## config.mk

```make
export PLATFORM = sky130hd
export DESIGN_NAME = pipe_stage_skid
export DESIGN_NICKNAME = d
export VERILOG_FILES = /design/src/rtl/pipe_pkg.sv /design/src/rtl/pipe_slot.sv /design/src/rtl/pipe_stage_skid.sv
export SDC_FILE = /design/constraint.sdc
export NUM_CORES = 1
export LEC_CHECK = 0
export CORE_UTILIZATION = 45
export DETAILED_ROUTE_END_ITERATION = 7
export PLACE_DENSITY = 0.76
export SLEW_MARGIN = 20
export SYNTH_ARGS = -nofsm -noshare
export SYNTH_HDL_FRONTEND = slang
export SYNTH_SLANG_ARGS = --single-unit
```

## constraint.sdc

```tcl
create_clock -name clk -period 5.8 [get_ports clk]
set_input_delay 0.58 -clock clk [delete_from_list [all_inputs] [get_ports clk]]
set_output_delay 0.58 -clock clk [all_outputs]
set_load 0.02 [all_outputs]
```

## src/rtl/pipe_pkg.sv

```systemverilog
// Shared types and constants for the skid-buffered pipeline stage.
package pipe_pkg;

  // Slot occupancy of the stage; encodes how many entries are held.
  typedef enum logic [1:0] {
    EMPTY = 2'd0,
    FULL  = 2'd1,
    SKID  = 2'd2
  } pipe_state_t;

  // Bit positions inside the control vector.
  localparam int CTRL_DM_WE    = 0;
  localparam int CTRL_NEXT_PC  = 1;
  localparam int CTRL_RF_D_SEL = 2;

endpackage

```

## src/rtl/pipe_slot.sv

```systemverilog
// One pipeline entry register: loads all fields together when enabled.
module pipe_slot #(
  parameter int DATA_W = 32,
  parameter int ADDR_W = 16,
  parameter int CTRL_W = 3
) (
  input  logic              clk,
  input  logic              rst,
  input  logic              load,
  input  logic [DATA_W-1:0] d_alu_res,
  input  logic [DATA_W-1:0] d_store_data,
  input  logic [ADDR_W-1:0] d_dm_addr,
  input  logic [CTRL_W-1:0] d_ctrl,
  output logic [DATA_W-1:0] q_alu_res,
  output logic [DATA_W-1:0] q_store_data,
  output logic [ADDR_W-1:0] q_dm_addr,
  output logic [CTRL_W-1:0] q_ctrl
);

  // Capture the whole entry on load; hold otherwise.
  always_ff @(posedge clk or posedge rst) begin
    if (rst) begin
      q_alu_res    <= '0;
      q_store_data <= '0;
      q_dm_addr    <= '0;
      q_ctrl       <= '0;
    end else if (load) begin
      q_alu_res    <= d_alu_res;
      q_store_data <= d_store_data;
      q_dm_addr    <= d_dm_addr;
      q_ctrl       <= d_ctrl;
    end
  end

endmodule

```

## src/rtl/pipe_stage_skid.sv

```systemverilog
// Two-slot skid-buffered pipeline register between execute and memory.
//
//   state | meaning
//   ------+--------------------------------------------------
//   EMPTY | no entry held; accepting
//   FULL  | main slot holds the head entry; accepting
//   SKID  | main holds head, skid holds the next; not accepting
//
// in_ready decodes only the state register so it never depends on out_ready.
module pipe_stage_skid
  import pipe_pkg::*;
#(
  parameter int DATA_W = 32,
  parameter int ADDR_W = 16,
  parameter int CTRL_W = 3,
  parameter int CNT_W  = 16
) (
  input  logic              clk,
  input  logic              rst,
  input  logic              flush,
  input  logic              in_valid,
  output logic              in_ready,
  input  logic [DATA_W-1:0] in_alu_res,
  input  logic [DATA_W-1:0] in_store_data,
  input  logic [ADDR_W-1:0] in_dm_addr,
  input  logic [CTRL_W-1:0] in_ctrl,
  output logic              out_valid,
  input  logic              out_ready,
  output logic [DATA_W-1:0] out_alu_res,
  output logic [DATA_W-1:0] out_store_data,
  output logic [ADDR_W-1:0] out_dm_addr,
  output logic [CTRL_W-1:0] out_ctrl,
  output logic [CNT_W-1:0]  stall_cnt
);

  pipe_state_t state_q, state_d;

  logic              in_xfer, out_xfer;
  logic              main_load, main_from_skid, skid_load;
  logic [DATA_W-1:0] main_d_alu_res, main_d_store_data;
  logic [ADDR_W-1:0] main_d_dm_addr;
  logic [CTRL_W-1:0] main_d_ctrl;
  logic [DATA_W-1:0] skid_alu_res, skid_store_data;
  logic [ADDR_W-1:0] skid_dm_addr;
  logic [CTRL_W-1:0] skid_ctrl;
  logic [CTRL_W-1:0] main_ctrl;

  assign in_ready  = (state_q != SKID);
  assign out_valid = (state_q != EMPTY);
  assign in_xfer   = in_valid && in_ready;
  assign out_xfer  = out_valid && out_ready;

  // Occupancy register.
  always_ff @(posedge clk or posedge rst) begin
    if (rst) state_q <= EMPTY;
    else     state_q <= state_d;
  end

  // Next state and slot load enables; flush wins over any handshake.
  always_comb begin
    state_d        = state_q;
    main_load      = 1'b0;
    main_from_skid = 1'b0;
    skid_load      = 1'b0;
    if (flush) begin
      state_d = EMPTY;
    end else begin
      case (state_q)
        EMPTY: begin
          if (in_xfer) begin
            state_d   = FULL;
            main_load = 1'b1;
          end
        end
        FULL: begin
          if (in_xfer && !out_xfer) begin
            state_d   = SKID;
            skid_load = 1'b1;
          end else if (!in_xfer && out_xfer) begin
            state_d = EMPTY;
          end else if (in_xfer && out_xfer) begin
            main_load = 1'b1;
          end
        end
        SKID: begin
          if (out_xfer) begin
            state_d        = FULL;
            main_load      = 1'b1;
            main_from_skid = 1'b1;
          end
        end
        default: state_d = EMPTY;
      endcase
    end
  end

  // Main slot refills from the skid slot when draining, else from upstream.
  always_comb begin
    main_d_alu_res    = main_from_skid ? skid_alu_res    : in_alu_res;
    main_d_store_data = main_from_skid ? skid_store_data : in_store_data;
    main_d_dm_addr    = main_from_skid ? skid_dm_addr    : in_dm_addr;
    main_d_ctrl       = main_from_skid ? skid_ctrl       : in_ctrl;
  end

  pipe_slot #(.DATA_W(DATA_W), .ADDR_W(ADDR_W), .CTRL_W(CTRL_W)) u_main (
    .clk          (clk),
    .rst          (rst),
    .load         (main_load),
    .d_alu_res    (main_d_alu_res),
    .d_store_data (main_d_store_data),
    .d_dm_addr    (main_d_dm_addr),
    .d_ctrl       (main_d_ctrl),
    .q_alu_res    (out_alu_res),
    .q_store_data (out_store_data),
    .q_dm_addr    (out_dm_addr),
    .q_ctrl       (main_ctrl)
  );

  pipe_slot #(.DATA_W(DATA_W), .ADDR_W(ADDR_W), .CTRL_W(CTRL_W)) u_skid (
    .clk          (clk),
    .rst          (rst),
    .load         (skid_load),
    .d_alu_res    (in_alu_res),
    .d_store_data (in_store_data),
    .d_dm_addr    (in_dm_addr),
    .d_ctrl       (in_ctrl),
    .q_alu_res    (skid_alu_res),
    .q_store_data (skid_store_data),
    .q_dm_addr    (skid_dm_addr),
    .q_ctrl       (skid_ctrl)
  );

  // A stale main slot after flush or drain must never look like a store.
  assign out_ctrl = out_valid ? main_ctrl : '0;

  // Saturating count of cycles the head entry is held back by downstream.
  always_ff @(posedge clk or posedge rst) begin
    if (rst)
      stall_cnt <= '0;
    else if (out_valid && !out_ready && (stall_cnt != '1))
      stall_cnt <= stall_cnt + CNT_W'(1);
  end

endmodule

```

**After elaboration in Yosys (flattened, before gate mapping)**

Index checks and enable logic that the tools add are counted.

- Register bits: 184
- Input bits: 88
- Logic and storage cells: 54

- Add/sub/neg operators: 1
- Equal/unequal tests: 7
- Muxes and demuxes: 23
- Reductions and logical operators: 13

Operator list:

| cell | number |
|---|---|
| 32-bit 2-to-1 mux | 2 |
| 16-bit by 1-bit adder with 16-bit output, second input constant | 1 |
| 16-bit 2-to-1 mux | 1 |
| 16-bit inequality test, second input constant | 1 |
| 1-bit 2-to-1 mux | 11 |
| 2-bit 2-to-1 mux | 5 |
| 1-bit logical AND | 7 |
| 3-bit 2-to-1 mux | 2 |
| 3-bit inequality test, second input constant | 2 |
| 2-bit one-hot mux with 3 select lines | 1 |
| 4-bit inequality test, second input constant | 1 |
| 1-bit logical NOT | 3 |
| 1-bit one-hot mux with 3 select lines | 1 |
| 3-bit AND reduction | 1 |
| 2-bit by 1-bit == test with 1-bit output, second input constant | 1 |
| 2-bit == test, second input constant | 1 |
| 2-bit logical NOT | 1 |
| 2-bit inequality test, second input constant | 1 |
| 2-bit nonzero test | 1 |

**Depth between registers and ports, before layout**

Gate-level depths: netlist of run 1.

- Depth after elaboration: 8
- Depth in mapped cells: 6
- Depth with buffers taken out: 5

**Modules after synthesis**

From an unflattened synthesis of run 1, not the netlist that was laid out.

- Cells, all modules: 540
- Area total of the unflattened synthesis: 8,911.0 µm²

Modules (own cells, without submodules):

| module | times used | cells an instance | area an instance (µm²) | sequential area each (µm²) |
|---|---|---|---|---|
| pipe_slot | 2 | 176 | 3,434.5 | 2,077.0 |
| pipe_stage_skid | 1 | 188 | 2,042.0 | 450.4 |

**Least setup slack after synthesis of run 1**

OpenSTA, ideal clock, no wires.

- Path type: reg2reg
- From: register state_q[0]
- To: register u_main.q_alu_res[10]
- Data arrival time: 1,814 ps
- Required time: 5,675 ps
- Setup slack: 3,861 ps
- Cell stages (with the launch flop): 7
- Period minus slack after synthesis: 1,939 ps
- Path through: dfrtp_1 > nand2b_1 > nor3b_2 > buf_6 > buf_6 > mux2_1 > mux2_2

- Longest elaborated chain between the ends: 8

RTL lines:

| what | RTL line | source |
|---|---|---|
| from (decl) | pipe_stage_skid.sv:36 | `pipe_state_t state_q, state_d;` |
| from (signal assigned) | pipe_stage_skid.sv:56 | `else state_q <= state_d;` |
| 2-bit inequality test * | pipe_stage_skid.sv:48 | `assign in_ready = (state_q != SKID);` |
| net in_ready | pipe_stage_skid.sv:22 | `output logic in_ready,` |
| 1-bit logical AND * | pipe_stage_skid.sv:50 | `assign in_xfer = in_valid && in_ready;` |
| 1-bit logical AND / 1-bit logical NOT (equally long branches) | pipe_stage_skid.sv:81, pipe_stage_skid.sv:79 |  |
| 1-bit 2-to-1 mux / 1-bit logical AND (equally long branches) | pipe_stage_skid.sv:81, pipe_stage_skid.sv:79 |  |
| 1-bit 2-to-1 mux | pipe_stage_skid.sv:79 | `end else if (!in_xfer && out_xfer) begin` |
| 1-bit 2-to-1 mux | pipe_stage_skid.sv:76 | `if (in_xfer && !out_xfer) begin` |
| 1-bit one-hot mux with 3 select lines * | pipe_stage_skid.sv:68 | `case (state_q)` |
| 1-bit 2-to-1 mux * | pipe_stage_skid.sv:65 | `if (flush) begin` |
| to (signal assigned) | pipe_slot.sv:28 | `q_alu_res <= d_alu_res;` |
| to (decl) | pipe_slot.sv:14 | `output logic [DATA_W-1:0] q_alu_res,` |

Mark *: on every way through the listed nets, which the timed path passes. The rest lies on a longest branch.
A chain may end at the register's enable or synchronous reset.

**Worst setup path after layout of run 1**

- From: input out_ready
- To: register u_main.q_store_data[18]

- Longest elaborated chain between the ends: 7

RTL lines:

| what | RTL line | source |
|---|---|---|
| from (decl) | pipe_stage_skid.sv:28 | `input logic out_ready,` |
| 1-bit logical AND * | pipe_stage_skid.sv:51 | `assign out_xfer = out_valid && out_ready;` |
| 1-bit logical AND | pipe_stage_skid.sv:81 | `end else if (in_xfer && out_xfer) begin` |
| 1-bit 2-to-1 mux | pipe_stage_skid.sv:81 |  |
| 1-bit 2-to-1 mux | pipe_stage_skid.sv:79 |  |
| 1-bit 2-to-1 mux | pipe_stage_skid.sv:76 |  |
| 1-bit one-hot mux with 3 select lines | pipe_stage_skid.sv:68 |  |
| 1-bit 2-to-1 mux | pipe_stage_skid.sv:65 |  |
| to (signal assigned) | pipe_slot.sv:29 | `q_store_data <= d_store_data;` |
| to (decl) | pipe_slot.sv:15 | `output logic [DATA_W-1:0] q_store_data,` |

Every way passes the cells marked *; elsewhere a longest branch is shown, timed or not.

==> results of run 1 <==
layout make-up:
type | instances | area, µm²
sequential | 184 | 4604
tap | 225 | 281.5
clock inverter | 15 | 156.4
timing repair buffer | 195 | 1934
fill | 1315 | 6698
clock buffer | 17 | 425.4
inverter | 3 | 16.27
multi-input combinational | 326 | 3361
report_power, final:
| group | total (W) | internal (W) | switching, W |
|---|---|---|---|
| logic | 0.000950 | 0.000540 | 0.000410 |
| registers | 0.00176 | 0.00159 | 0.000176 |
| clock network | 0.00112 | 0.000574 | 0.000546 |
worst max-delay path, stage by stage:
cell	delay, ns
sky130_fd_sc_hd__clkdlybuf4s50_1	0.59
sky130_fd_sc_hd__nor3b_4	0.22
sky130_fd_sc_hd__buf_4	0.43
sky130_fd_sc_hd__buf_4	0.68
sky130_fd_sc_hd__mux2_1	0.39
sky130_fd_sc_hd__mux2_2	0.26
placed cells by master, fill, tap and decap left out, drive strengths merged:
cell | synthesis | layout
o21bai | 1 | 1
buf | 25 | 7
and2 | 1 | 1
nor4b | 3 | 3
or3b | 1 | 1
clkinv | 0 | 7
nand4 | 5 | 5
nand2 | 6 | 6
a21oi | 1 | 1
clkdlybuf4s50 | 0 | 188
nand3 | 7 | 7
o21ba | 1 | 1
a21boi | 1 | 1
nor2 | 11 | 11
clkinvlp | 0 | 1
mux2 | 251 | 251
nor2b | 4 | 4
nor4 | 8 | 8
mux2i | 2 | 2
nand2b | 1 | 1
nor3 | 3 | 3
inv | 3 | 10
o21ai | 1 | 1
xor2 | 13 | 13
ha | 1 | 1
and4 | 1 | 1
nor3b | 1 | 1
dfrtp | 184 | 184
or2 | 2 | 2
clkbuf | 3 | 17
metal layers:
metal,global-route usage,share of wire,vias to the layer above
li1,-,-,2315
met1,0.2366,0.42,2519
met2,0.3130,0.48,152
met3,0.07569,0.079,22
met4,0.05679,0.015,0
met5,0,0,-
worst paths after layout:
check                                                            to  slack (ns)  depth (start not counted)
worst min register to register      u_skid.q_dm_addr[9]$_DFFE_PP0P_        0.50                          1
max in group asynchronous        u_skid.q_store_data[2]$_DFFE_PP0P_        3.88                          3
min in group asynchronous       u_main.q_store_data[24]$_DFFE_PP0P_        0.68                          2
worst max-delay path            u_main.q_store_data[18]$_DFFE_PP0P_        2.91                          6
worst max register to register  u_main.q_store_data[18]$_DFFE_PP0P_        2.94                          6
worst min-delay path                u_skid.q_dm_addr[9]$_DFFE_PP0P_        0.50                          1
cell families after synthesis:
| kind of cell | Yosys count | synth area share |
|---|---|---|
| mux | 253 | 0.3500 |
| flops | 184 | 0.5662 |
| simple gates | 54 | 0.03969 |
| buf+inv | 31 | 0.02431 |
| xor+xnor | 13 | 0.01400 |
| compound gates | 5 | 0.004307 |
| fa+ha+maj | 1 | 0.001538 |
flip-flops by register name (all words and copies together), names as in the netlist:
| register | count |
|---|---|
| u_main.q_ctrl | 3 |
| stall_cnt | 16 |
| u_skid.q_dm_addr | 16 |
| u_main.q_dm_addr | 16 |
| u_skid.q_store_data | 32 |
| u_main.q_store_data | 32 |
| state_q | 2 |
| u_skid.q_alu_res | 32 |
| u_skid.q_ctrl | 3 |
| u_main.q_alu_res | 32 |
through the flow:
step / power [W] / setup slack (ns) / util / hold WS, ns / area [µm²]
3_3_place_gp: 0.002692 / 2.504 / 0.5835 / 0.4815 / 10200
6_report: 0.003833 / 2.906 / 0.6168 / 0.5031 / 10780
5_1_grt: 0.004025 / 2.766 / 0.6168 / 0.5209 / 10780
2_1_floorplan: 0.002277 / 0.2196 / - / 0.4712 / 8133
3_5_place_dp: 0.002744 / 2.448 / 0.5835 / 0.4899 / 10200
4_1_cts: 0.003884 / 2.891 / 0.6168 / 0.5071 / 10780
==> impl_metrics.csv, run 1 <==
group,metric,value,unit
final_layout,layout-drive-gt1-share,0.3068,
global_routing,grt_pass1_vias,5402,
place,gp_congestion,0.8386,
sta,transition_time_of_the_tightest_slew_check_pin,1.013,ns
worst_setup_path,worstSetupEndpointType,"flop",
yosys,yosys_warnings,0,
global_routing,grt_antenna_before_repair,0,
place,numPortBuffers,188,
yosys,cell_with_the_most_instances_after_synthesis,"sky130_fd_sc_hd__dfrtp_1",
clock_tree,postCtsSetupBuffers,0,
worst_setup_path,cp.required,6.11,ns
sta,final-max-slew-violation-count,0,
sta,fmax,345.5,MHz
worst_setup_path,worstSetupStartpoint,"out_ready",
yosys,mappedNetlistNets,630,
clock_tree,cts_hold_buf,0,
place,dp_hpwl,11460,µm
floorplan,design.portCount,189,
clock_tree,cts_sinks,184,
worst_setup_path,launch_point_of_the_worst_reg_to_reg_path,"state_q[0]$_DFFE_PP0P_",
yosys,synth-seq-cells,184,
clock_tree,clock_tree.buffer_depth,2,
floorplan,fp.dieH,136.4,µm
floorplan,area_inside_the_core_boundary,0.01748,mm²
clock_tree,root_buffer_cell,"sky130_fd_sc_hd__clkbuf_16",
routing,drt-total-wl,17020,µm
power_and_ir_drop,power-per-cell-area,355.6,mW/mm²
min_path,min-delay-start,"u_skid.q_dm_addr[9]$_DFFE_PP0P_",
clock_tree,clkSlewWorstSetupHoldPaths,0.07,ns
clock_tree,cts_htree_levels,4,
global_routing,grt_max_degree,85,
global_routing,global_route.overflow_total,0,
yosys,number_of_enable_type_register_cells_in_the_synthesized_netlist,0,
sta,finalWorstPathRequiredPeriod,2.894,ns
yosys,ys.flop_type,"sky130_fd_sc_hd__dfrtp_1",
sta,timing.max_slew.rel_slack,0.3247,
sta,finalCritPeriodShare,0.4990,
floorplan,fp.dieArea,0.01861,mm²
floorplan,die_x,136.4,µm
sta,skew,0.009577,ns
clock_tree,cts_tree,"done",
sta,tns,0,ns
final_layout,areaGrowthSynthToFinish,32.54,%
run,max_cap_viol,0,
routing,drc_errors,0,
final_layout,layout.nets,816,
yosys,post_synthesis_instance_total,541,
clock_tree,cts-buffers-inserted,17,
global_routing,grt_util_all_layers,0.1929,
yosys,synth_commonest_cells,"184 x sky130_fd_sc_hd__dfrtp_1, 180 x sky130_fd_sc_hd__mux2_2, 71 x sky130_fd_sc_hd__mux2_1",
routing,drt_pass1_iterations,4,
min_path,holdCritPathClass,"reg -> reg",
yosys,cell_types_occupying_the_most_area_after_synthesis,"sky130_fd_sc_hd__dfrtp_1 57%, sky130_fd_sc_hd__mux2_2 25%, sky130_fd_sc_hd__mux2_1 9.8%",
global_routing,grt_first_pass_wirelength,27340,µm
sta,final_number_of_setup_violating_endpoints,0,
place,placed_cells_incl_taps,933,
routing,drt_iter0_markers,176,
yosys,synthesis.area_per_instance,15.03,µm²
clock_tree,cts_resized,0,
floorplan,initial_core_util,0.4653,
routing,route.detailed.wl_per_inst,17.63,µm
yosys,synthDistinctLibCells,32,
yosys,mappedNetlistArea,0.008133,mm²
worst_setup_path,worst-path-max-fanout,51,
clock_tree,clkLatencyLatePin,0.43,ns
yosys,ys_async_rst_share,1.000,
routing,route.vias.total,5008,
power_and_ir_drop,static-leakage-power,4.548,nW
floorplan,rows,48,
final_layout,diodes,0,
routing,drt.antenna.violating_nets,0,
worst_setup_path,setup.worst_path.class,"in -> reg",
sta,grt_setup_unrepaired,"false",
sta,hold_viol,0,
final_layout,post_layout_nonfiller_instances,965,
worst_setup_path,cp.arrival,3.20,ns
power_and_ir_drop,power.ir.vdd_worst,0.2256,mV
routing,vias_per_cell,5.190,
yosys,synth_top_cell_area_share,0.5662,
yosys,netlist.top_cell.by_area,"sky130_fd_sc_hd__dfrtp_1",
yosys,synth-seq-area-share,0.5662,
worst_setup_path,timing.critical_path.from_type,"input port",
outcome,outcome,"completed",
Note: power is estimated with default switching activity, not from simulation.
==> run 2: changes to the inputs <==
--- a/config.mk
+++ b/config.mk
@@ -5,9 +5,9 @@
 export SDC_FILE = /design/constraint.sdc
 export NUM_CORES = 1
 export LEC_CHECK = 0
-export CORE_UTILIZATION = 45
+export CORE_UTILIZATION = 46
 export DETAILED_ROUTE_END_ITERATION = 7
-export PLACE_DENSITY = 0.76
+export PLACE_DENSITY = 0.74
 export SLEW_MARGIN = 20
 export SYNTH_ARGS = -nofsm -noshare
 export SYNTH_HDL_FRONTEND = slang
==> constraint.sdc (replaced) <==
create_clock -name clk -period 3 [get_ports clk]
set_input_delay 0.3 -clock clk [delete_from_list [all_inputs] [get_ports clk]]
set_output_delay 0.3 -clock clk [all_outputs]
set_load 0.02 [all_outputs]
==> run 2 against run 1 <==
Net effect:
- clock skew fell by 0.0031 ns
- highest routed layer unchanged
- sequential share of layout area fell by 0.63 points
- largest power group unchanged
- critical endpoint is now u_main.q_store_data[14]$_DFFE_PP0P_
- setup slack got worse by 2.1 ns
- clock-buffer cell count rose by 6
- non-clock buffer count rose by 4
- global-route usage rose by 0.65 points
- largest cell class unchanged
==> impl_metrics.csv, run 2 (synthesis gave the netlist of run 1 again) <==
group,metric,value,unit
routing,drc_errors,0,
sta,final_number_of_setup_violating_endpoints,0,
worst_setup_path,rrSetupSlack,0.76,ns
worst_setup_path,launch_point_of_the_worst_reg_to_reg_path,"state_q[0]$_DFFE_PP0P_",
worst_setup_path,worst_r2r_endpoint,"u_main.q_store_data[14]$_DFFE_PP0P_",
routing,route.vias.total,5064,
routing,drt.antenna.violating_nets,0,
sta,hold-worst-slack,0.3416,ns
global_routing,grt_pass1_vias,5510,
global_routing,global_route.overflow_total,0,
global_routing,grt_util_all_layers,0.1994,
clock_tree,cts_tree,"done",
final_layout,diodes,0,
final_layout,finalInstanceArea,0.01094,mm²
place,placement.cell_area,0.01034,mm²
clock_tree,cts_htree_levels,4,
clock_tree,clkSlewWorstSetupHoldPaths,0.06,ns
run,max_cap_viol,0,
final_layout,layout-drive-gt1-share,0.3078,
clock_tree,cts_sinks,184,
worst_setup_path,worstSetupEndpointType,"flop",
sta,grt_setup_unrepaired,"false",
sta,transition_time_of_the_tightest_slew_check_pin,0.7280,ns
global_routing,grt_antenna_before_repair,0,
clock_tree,cts_hold_buf,0,
clock_tree,cts-buffers-inserted,17,
power_and_ir_drop,internal-power,0.005449,W
worst_setup_path,cp.arrival,2.55,ns
sta,tns,0,ns
worst_setup_path,worstSetupStartpoint,"state_q[0]$_DFFE_PP0P_",
floorplan,die_x,135.0,µm
floorplan,fp.dieH,135.0,µm
final_layout,layout.cells.most_common_list,"188 x sky130_fd_sc_hd__clkdlybuf4s50_1, 184 x sky130_fd_sc_hd__dfrtp_1, 180 x sky130_fd_sc_hd__mux2_2, 71 x sky130_fd_sc_hd__mux2_1, 17 x sky130_fd_sc_hd__clkbuf_16",
floorplan,rows,48,
power_and_ir_drop,net-switching-power,0.002061,W
sta,finalWorstPathRequiredPeriod,2.240,ns
routing,drt_iter0_markers,248,
place,numPortBuffers,188,
sta,timing.max_slew.rel_slack,0.5137,
sta,skew,0.006501,ns
sta,finalCritPeriodShare,0.7465,
power_and_ir_drop,power-per-cell-area,686.3,mW/mm²
clock_tree,root_buffer_cell,"sky130_fd_sc_hd__clkbuf_16",
clock_tree,cts_resized,0,
clock_tree,postCtsSetupBuffers,0,
clock_tree,clkLatencyLatePin,0.43,ns
final_layout,areaGrowthSynthToFinish,34.54,%
floorplan,initial_core_util,0.4702,
outcome,outcome,"completed",
worst_setup_path,setup.worst_path.class,"reg -> reg",
floorplan,design.portCount,189,
final_layout,layout.nets,820,
place,gp_congestion,0.8460,
power_and_ir_drop,pwr-share-comb,0.246,
global_routing,grt_max_degree,84,
final_layout,final.fill_count,1274,
worst_setup_path,worst-path-max-fanout,17,
routing,drt-total-wl,17030,µm
sta,fmax,446.5,MHz
worst_setup_path,r2r.worst_path.cells,5,
power_and_ir_drop,share_clk_of_total_power,0.300,
power_and_ir_drop,power.ir.vdd_worst,0.3962,mV
worst_setup_path,timing.critical_path.from_type,"flop",
power_and_ir_drop,power.share.switching,0.2744,
final_layout,postLayoutCoreUtil,0.6326,
sta,hold_viol,0,
power_and_ir_drop,pwr-share-seq,0.453,
power_and_ir_drop,static-leakage-power,4.610,nW
worst_setup_path,cp.required,3.31,ns
floorplan,fp.dieArea,0.01822,mm²
place,dp_hpwl,11700,µm
clock_tree,clock_tree.buffer_depth,2,
min_path,holdCritPathClass,"in -> async",
sta,final-max-slew-violation-count,0,
routing,drt_pass1_iterations,4,
routing,route.detailed.wl_per_inst,17.58,µm
final_layout,mostFrequentLayoutCell,"sky130_fd_sc_hd__clkdlybuf4s50_1",
routing,vias_per_cell,5.226,
worst_setup_path,timing.critical_path.to,"u_main.q_store_data[14]$_DFFE_PP0P_",
global_routing,grt_first_pass_wirelength,27780,µm
floorplan,area_inside_the_core_boundary,0.01730,mm²
==> run 2: cell count changes in the layout (fill, tap and decap cells not counted), sizes merged <==
cell,delta
inv,-7
clkbuf,+6
bufinv,+2
clkinv,-3
clkinvlp,+2
buf,+4
==> run 2: metal layers <==
metal / global-route usage / up-vias / part of all wire
met1: 0.2476 / 2571 / 0.43
met3: 0.06494 / 16 / 0.068
li1: - / 2325 / -
met4: 0.06679 / 0 / 0.013
met5: 0 / - / 0
met2: 0.3279 / 152 / 0.49
==> run 2: how the worst min path moves through the flow <==
stage | endpoint | slack (ns) | cells after the start
floorplan | state_q[0]$_DFFE_PP0P_ | 0.37 | 1
global placement | u_skid.q_alu_res[6]$_DFFE_PP0P_ | 0.48 | 1
detailed placement | u_skid.q_ctrl[1]$_DFFE_PP0P_ | 0.49 | 1
CTS | u_skid.q_dm_addr[11]$_DFFE_PP0P_ | 0.34 | 2
global route | u_skid.q_dm_addr[8]$_DFFE_PP0P_ | 0.37 | 2
finish | u_main.q_dm_addr[8]$_DFFE_PP0P_ | 0.34 | 2
==> run 2: per-stage QoR <==
stage	setup WS, ns	power (W)	cells
final	0.7604	0.007510	969
after global routing	0.6495	0.007888	969
after CTS	0.7373	0.007602	969
after detailed placement	0.5324	0.005320	937
after global placement	0.6171	0.005215	937
after floorplan	0.3355	0.004403	541
==> run 2: final cells by class <==
type	instances	area, µm²	share of cell area
Inverter	3	15.01	0.001372
Tap cell	225	281.5	0.02573
Clock buffer	23	488.0	0.04460
Multi-Input combinational cell	326	3361	0.3071
Sequential cell	184	4604	0.4208
Clock inverter	9	115.1	0.01052
Timing Repair Buffer	199	2077	0.1898
==> run 2: power by group through the flow <==
| stage | logic [W] | clock network (W) | registers, W |
|---|---|---|---|
| floorplan | 0.000714 | 0 | 0.00369 |
| global placement | 0.00181 | 0 | 0.00340 |
| global route | 0.00197 | 0.00243 | 0.00349 |
| CTS | 0.00188 | 0.00232 | 0.00341 |
| detailed placement | 0.00187 | 0 | 0.00345 |
| finish | 0.00185 | 0.00225 | 0.00341 |
==> run 2: critical path, stage by stage (launching register included) <==
cell                       delay [ns]
sky130_fd_sc_hd__dfrtp_1         0.47
sky130_fd_sc_hd__nand2b_1        0.25
sky130_fd_sc_hd__nor3b_4         0.43
sky130_fd_sc_hd__buf_4           0.35
sky130_fd_sc_hd__mux2_1          0.35
sky130_fd_sc_hd__mux2_2          0.26
==> run 3: changes to the inputs <==
==> constraint.sdc (replaced) <==
create_clock -name clk -period 2.31 [get_ports clk]
set_input_delay 0.231 -clock clk [delete_from_list [all_inputs] [get_ports clk]]
set_output_delay 0.231 -clock clk [all_outputs]
set_load 0.02 [all_outputs]
==> run 3 against run 2 <==
Net effect:
- largest cell class unchanged
- combinational power is 31% higher
- sequential share of layout area is 0.57 points lower
- critical path depth is 1 lower
- clock-buffer cell count is 5 lower
- largest power group unchanged
- die area stayed put
- clock skew is 0.00055 ns higher
- highest routed layer unchanged
- sequential power is 30% higher
- cell area is 1.4% higher
==> impl_metrics.csv, run 3 (synthesis gave the netlist of run 1 again) <==
group,metric,value,unit
clock_tree,clkSlewWorstSetupHoldPaths,0.07,ns
worst_setup_path,setup.worst_path.class,"reg -> out",
place,dp_hpwl,12060,µm
place,placed_cells_incl_taps,946,
sta,finalCritPeriodShare,0.9494,
clock_tree,cts_sinks,184,
clock_tree,cts_resized,0,
global_routing,grt_first_pass_wirelength,28120,µm
clock_tree,cts_hold_buf,0,
floorplan,initial_core_util,0.4702,
worst_setup_path,count_of_buffering_cells_on_the_critical_path_with_inverters_included,2,
sta,final_number_of_setup_violating_endpoints,0,
final_layout,diodes,0,
routing,drt.antenna.violating_nets,0,
routing,vias_per_cell,5.217,
clock_tree,cts-buffers-inserted,17,
clock_tree,root_buffer_cell,"sky130_fd_sc_hd__clkbuf_16",
worst_setup_path,launch_point_of_the_worst_reg_to_reg_path,"state_q[1]$_DFFE_PP0P_",
floorplan,design.portCount,189,
global_routing,grt_max_degree,75,
final_layout,layout.nets,829,
clock_tree,cts_tree,"done",
power_and_ir_drop,power-per-cell-area,909.6,mW/mm²
clock_tree,postCtsSetupBuffers,0,
worst_setup_path,cp.arrival,1.96,ns
final_layout,layout.cells.most_common_list,"188 x sky130_fd_sc_hd__clkdlybuf4s50_1, 184 x sky130_fd_sc_hd__dfrtp_1, 180 x sky130_fd_sc_hd__mux2_2, 71 x sky130_fd_sc_hd__mux2_1, 17 x sky130_fd_sc_hd__clkbuf_16",
outcome,outcome,"completed",
power_and_ir_drop,power.ir.vdd_worst,0.5268,mV
global_routing,global_route.overflow_total,0,
floorplan,rows,48,
routing,drt-total-wl,17330,µm
final_layout,mostFrequentLayoutCell,"sky130_fd_sc_hd__clkdlybuf4s50_1",
worst_setup_path,r2r.worst_path.cells,6,
sta,fmax,456.0,MHz
clock_tree,cts_htree_levels,4,
routing,route.vias.total,5102,
routing,drt_pass1_iterations,4,
worst_setup_path,critPathSlowestCell,"sky130_fd_sc_hd__clkdlybuf4s50_1",
routing,drt_iter0_markers,198,
sta,hold-worst-slack,0.1215,ns
global_routing,grt_util_all_layers,0.1994,
worst_setup_path,timing.critical_path.from_type,"flop",
sta,final-max-slew-violation-count,0,
clock_tree,clkLatencyLatePin,0.43,ns
sta,skew,0.007051,ns
final_layout,areaGrowthSynthToFinish,36.40,%
global_routing,grt_pass1_vias,5506,
floorplan,fp.dieH,135.0,µm
power_and_ir_drop,static-leakage-power,4.697,nW
sta,hold_viol,0,
worst_setup_path,cp.required,2.08,ns
sta,timing.max_slew.rel_slack,0.6567,
clock_tree,clock_tree.buffer_depth,2,
worst_setup_path,path_delay_family,"buffers and inverters",
sta,tns,0,ns
sta,grt_setup_unrepaired,"false",
place,gp_congestion,0.9156,
final_layout,layout-drive-gt1-share,0.3174,
min_path,holdCritPathClass,"in -> async",
worst_setup_path,worstSetupStartpoint,"state_q[0]$_DFFE_PP0P_",
routing,drc_errors,0,
worst_setup_path,cells_traversed_along_the_worst_timing_path,"buf_4 > nor2_1 > nor2b_1 > clkdlybuf4s50_1",
final_layout,postLayoutCoreUtil,0.6413,
run,max_cap_viol,0,
power_and_ir_drop,power,0.01009,W
worst_setup_path,critical_path_cell_count,4,
sta,finalWorstPathRequiredPeriod,2.193,ns
place,numPortBuffers,188,
routing,route.detailed.wl_per_inst,17.72,µm
floorplan,die_x,135.0,µm
final_layout,post_layout_nonfiller_instances,978,
worst_setup_path,worst-path-max-fanout,6,
global_routing,grt_antenna_before_repair,0,
worst_setup_path,stage_delay_of_the_slowest_cell_on_the_critical_path,0.56,ns
worst_setup_path,worstSetupEndpointType,"output port",
floorplan,area_inside_the_core_boundary,0.01730,mm²
sta,transition_time_of_the_tightest_slew_check_pin,0.5102,ns
floorplan,fp.dieArea,0.01822,mm²
[run 3: changes by cell type in the layout (fill, tap and decap cells not counted)]
cell                         previous run  this run
sky130_fd_sc_hd__clkinv_4               3         1
sky130_fd_sc_hd__clkbuf_1               2         1
sky130_fd_sc_hd__clkinv_2               1         0
sky130_fd_sc_hd__buf_12                 9        11
sky130_fd_sc_hd__buf_4                  2         9
sky130_fd_sc_hd__inv_6                  1         5
sky130_fd_sc_hd__clkbuf_8               4         0
sky130_fd_sc_hd__clkinvlp_4             3         2
sky130_fd_sc_hd__bufinv_16              2         5
sky130_fd_sc_hd__inv_8                  0         2
[run 3: worst paths after layout]
kind	to	slack [ns]
min in group clk	u_skid.q_alu_res[17]$_DFFE_PP0P_	0.43
max in group asynchronous	u_main.q_dm_addr[4]$_DFFE_PP0P_	1.41
hold reg to reg	u_skid.q_ctrl[0]$_DFFE_PP0P_	0.50
setup / recovery	out_ctrl[1]	0.12
hold / removal	u_skid.q_dm_addr[5]$_DFFE_PP0P_	0.12
setup reg to reg	u_main.q_dm_addr[2]$_DFFE_PP0P_	0.22
[run 3: where the power goes]
group	internal [W]	switching, W	total, W
Clock	0.00196	0.00128	0.00324
Sequential	0.00399	0.000440	0.00443
Combinational	0.00138	0.00104	0.00242
Total	0.00732	0.00276	0.0101
[run 3: through the flow]
stage | cell area, µm² | setup WS (ns)
6_report | 11090 | 0.1170
3_5_place_dp | 10430 | 0.1076
5_1_grt | 11090 | 0.006067
4_1_cts | 11090 | 0.08769
2_1_floorplan | 8137 | -0.2855
3_3_place_gp | 10430 | 0.1674
[run 3: metal layers]
metal | share of wire | GRT usage | wire (µm) | vias to the layer above
li1 | - | - | - | 2339
met1 | 0.44 | 0.2524 | 7576 | 2607
met2 | 0.49 | 0.3250 | 8414 | 140
met3 | 0.063 | 0.06456 | 1097 | 16
met4 | 0.014 | 0.06117 | 244 | 0
met5 | 0 | 0 | 0 | -
[run 3: final cells by class]
cell class | instances | area [µm²]
well taps | 225 | 281.5
inverters | 3 | 15.01
flip-flops and latches | 184 | 4604
fillers | 1240 | 6203
clock inverters | 14 | 232.7
repair buffers | 208 | 2170
multi-input cells | 326 | 3361
clock buffers | 18 | 429.2
==> RTL edit, RTL diff (settings of run 3) <==
`CNT_W`: 16 -> 32.
--- a/src/rtl/pipe_stage_skid.sv
+++ b/src/rtl/pipe_stage_skid.sv
@@ -15,3 +15,3 @@
   parameter int CTRL_W = 3,
-  parameter int CNT_W  = 16
+  parameter int CNT_W  = 32
 ) (
Interface: changed (resized stall_cnt); port bits go from 189 to 205. The function was not compared with the original's and may differ.
==> RTL edit against run 3 <==
Critical endpoint is now out_ctrl[2]; clock skew grew 2.2 ps; die area grew 5.2%; largest power group unchanged; design area grew 5.1%; total power shrank 2.6%; final cell count grew 18%; count of clock-buffer cells in the layout is the same; the run now ends with DRC left; sequential cell count grew 16; sequential share of layout area grew 1.4 points; routed wire length grew 8.5%; hold slack gained 84 ps; non-clock buffer count grew 20; worst setup slack gained 55 ps; area after synthesis grew 5.3%.
==> RTL edit: results (changes against run 3) <==
* Post-synth top cells: 200 x dfrtp_1, 99 x nor2_1, 84 x a21oi_1, 84 x mux2_2, 84 x mux2i_1
* First-pass GRT wire length at 31.2 mm (+11%)
* DR DRC count at 21 (+21)
* Multiplexer area fraction after synthesis at 20.9% (-14 points)
* Total GRT Usage at 20.6% (+0.64 points)
* Fin cells at 1152 (+18%)
* 1st-iter DRT viols at 225 (+14%)
* Gpl congestion at 0.802 (-12%)
* Clock Skews at 9.20 ps (+2.15 ps)
* DP Wirelength at 12.8 mm (+6.5%)
* Compound-cell area share of the yosys netlist at 5.76% (+5.3 points)
* Yosys cell types at 41 (+28%)
* TritonRoute pass-1 iters at 7 (+3)
* P_leak at 4.68 nW (-0.46%)
* Avg Cell Area, Syn at 12.2 um^2 (-19%)
* Port Buffers at 204 (+8.5%)
* Placed cell count at 1121 (+18%)
* Synth area leaders: dfrtp_1 58%, mux2_2 11%, mux2i_1 9.8%
* Worst-path fanout max at 7 (+1)
* Mapped Nets at 792 (+26%)
* Status: finished with violations
* Failing checks: DRC
* Dpl cell area at 11100 um^2 (+6.2%)
* Routed wire length at 18.8 mm (+8.5%)
* Sw frac at 28.7% (+1.3 points)
* Combinational share of power at 23.1% (-0.9 points)
* Synth Area in XOR/XNOR at 3.07% (+1.7 points)
* Vias in the first global route at 6067 (+10%)
* Nets@finish at 1000 (+21%)
* Register area share after synthesis at 58.5% (+1.8 points)
* Net Switching at 2.82 mW (+2.1%)
* Maximum vdd ir drop at 0.553 mV (+5.0%)
[RTL edit: cell count changes in the layout (fill, tap and decap cells not counted), sizes merged, moves of 5 or more]
cell | before | now
dfrtp | 184 | 200
mux2i | 2 | 84
nand4 | 5 | 20
nor4 | 8 | 2
xnor2 | 0 | 26
a21oi | 1 | 84
nand3 | 7 | 12
nand2 | 6 | 15
mux2 | 251 | 84
nor2 | 11 | 100
xor2 | 13 | 4
clkdlybuf4s50 | 188 | 204
[RTL edit: per-layer routing]
metal	vias up	global-route usage (%)	routed length (um)	share of wire (%)
li1	2892	-	-	-
met1	2998	26.3	8160	43
met2	147	33.6	9160	49
met3	29	5.40	1100	5.9
met4	0	7.98	383	2.0
met5	-	0	0	0
[RTL edit: timing repair]
action                                 in CTS  in global routing
gates resized for setup                     1                  0
endpoints found under the hold margin       0                  0
setup endpoints to repair                   3                  0
[RTL edit: path summary, 6_finish.rpt]
check                           slack [ps]                   end  depth (start not counted)                 start
worst max-delay path                   170           out_ctrl[2]                          3            state_q[0]
worst min-delay path                   200  u_skid.q_dm_addr[13]                          2                   rst
worst max register to register         310         stall_cnt[29]                          5         stall_cnt[16]
worst min register to register         510  u_skid.q_alu_res[19]                          1  u_skid.q_alu_res[19]
max in group asynchronous             1460  u_main.q_alu_res[11]                          3                   rst
min in group clk                       440  u_skid.q_alu_res[10]                          2        in_alu_res[10]
[RTL edit: cell type report]
type / instances / area, um^2
sequential: 200 / 5000
clock inverter: 13 / 136
timing repair buffer: 228 / 2370
multi-input combinational: 461 / 3400
tap: 229 / 287
inverter: 3 / 15.0
clock buffer: 18 / 439
fill: 1421 / 6430
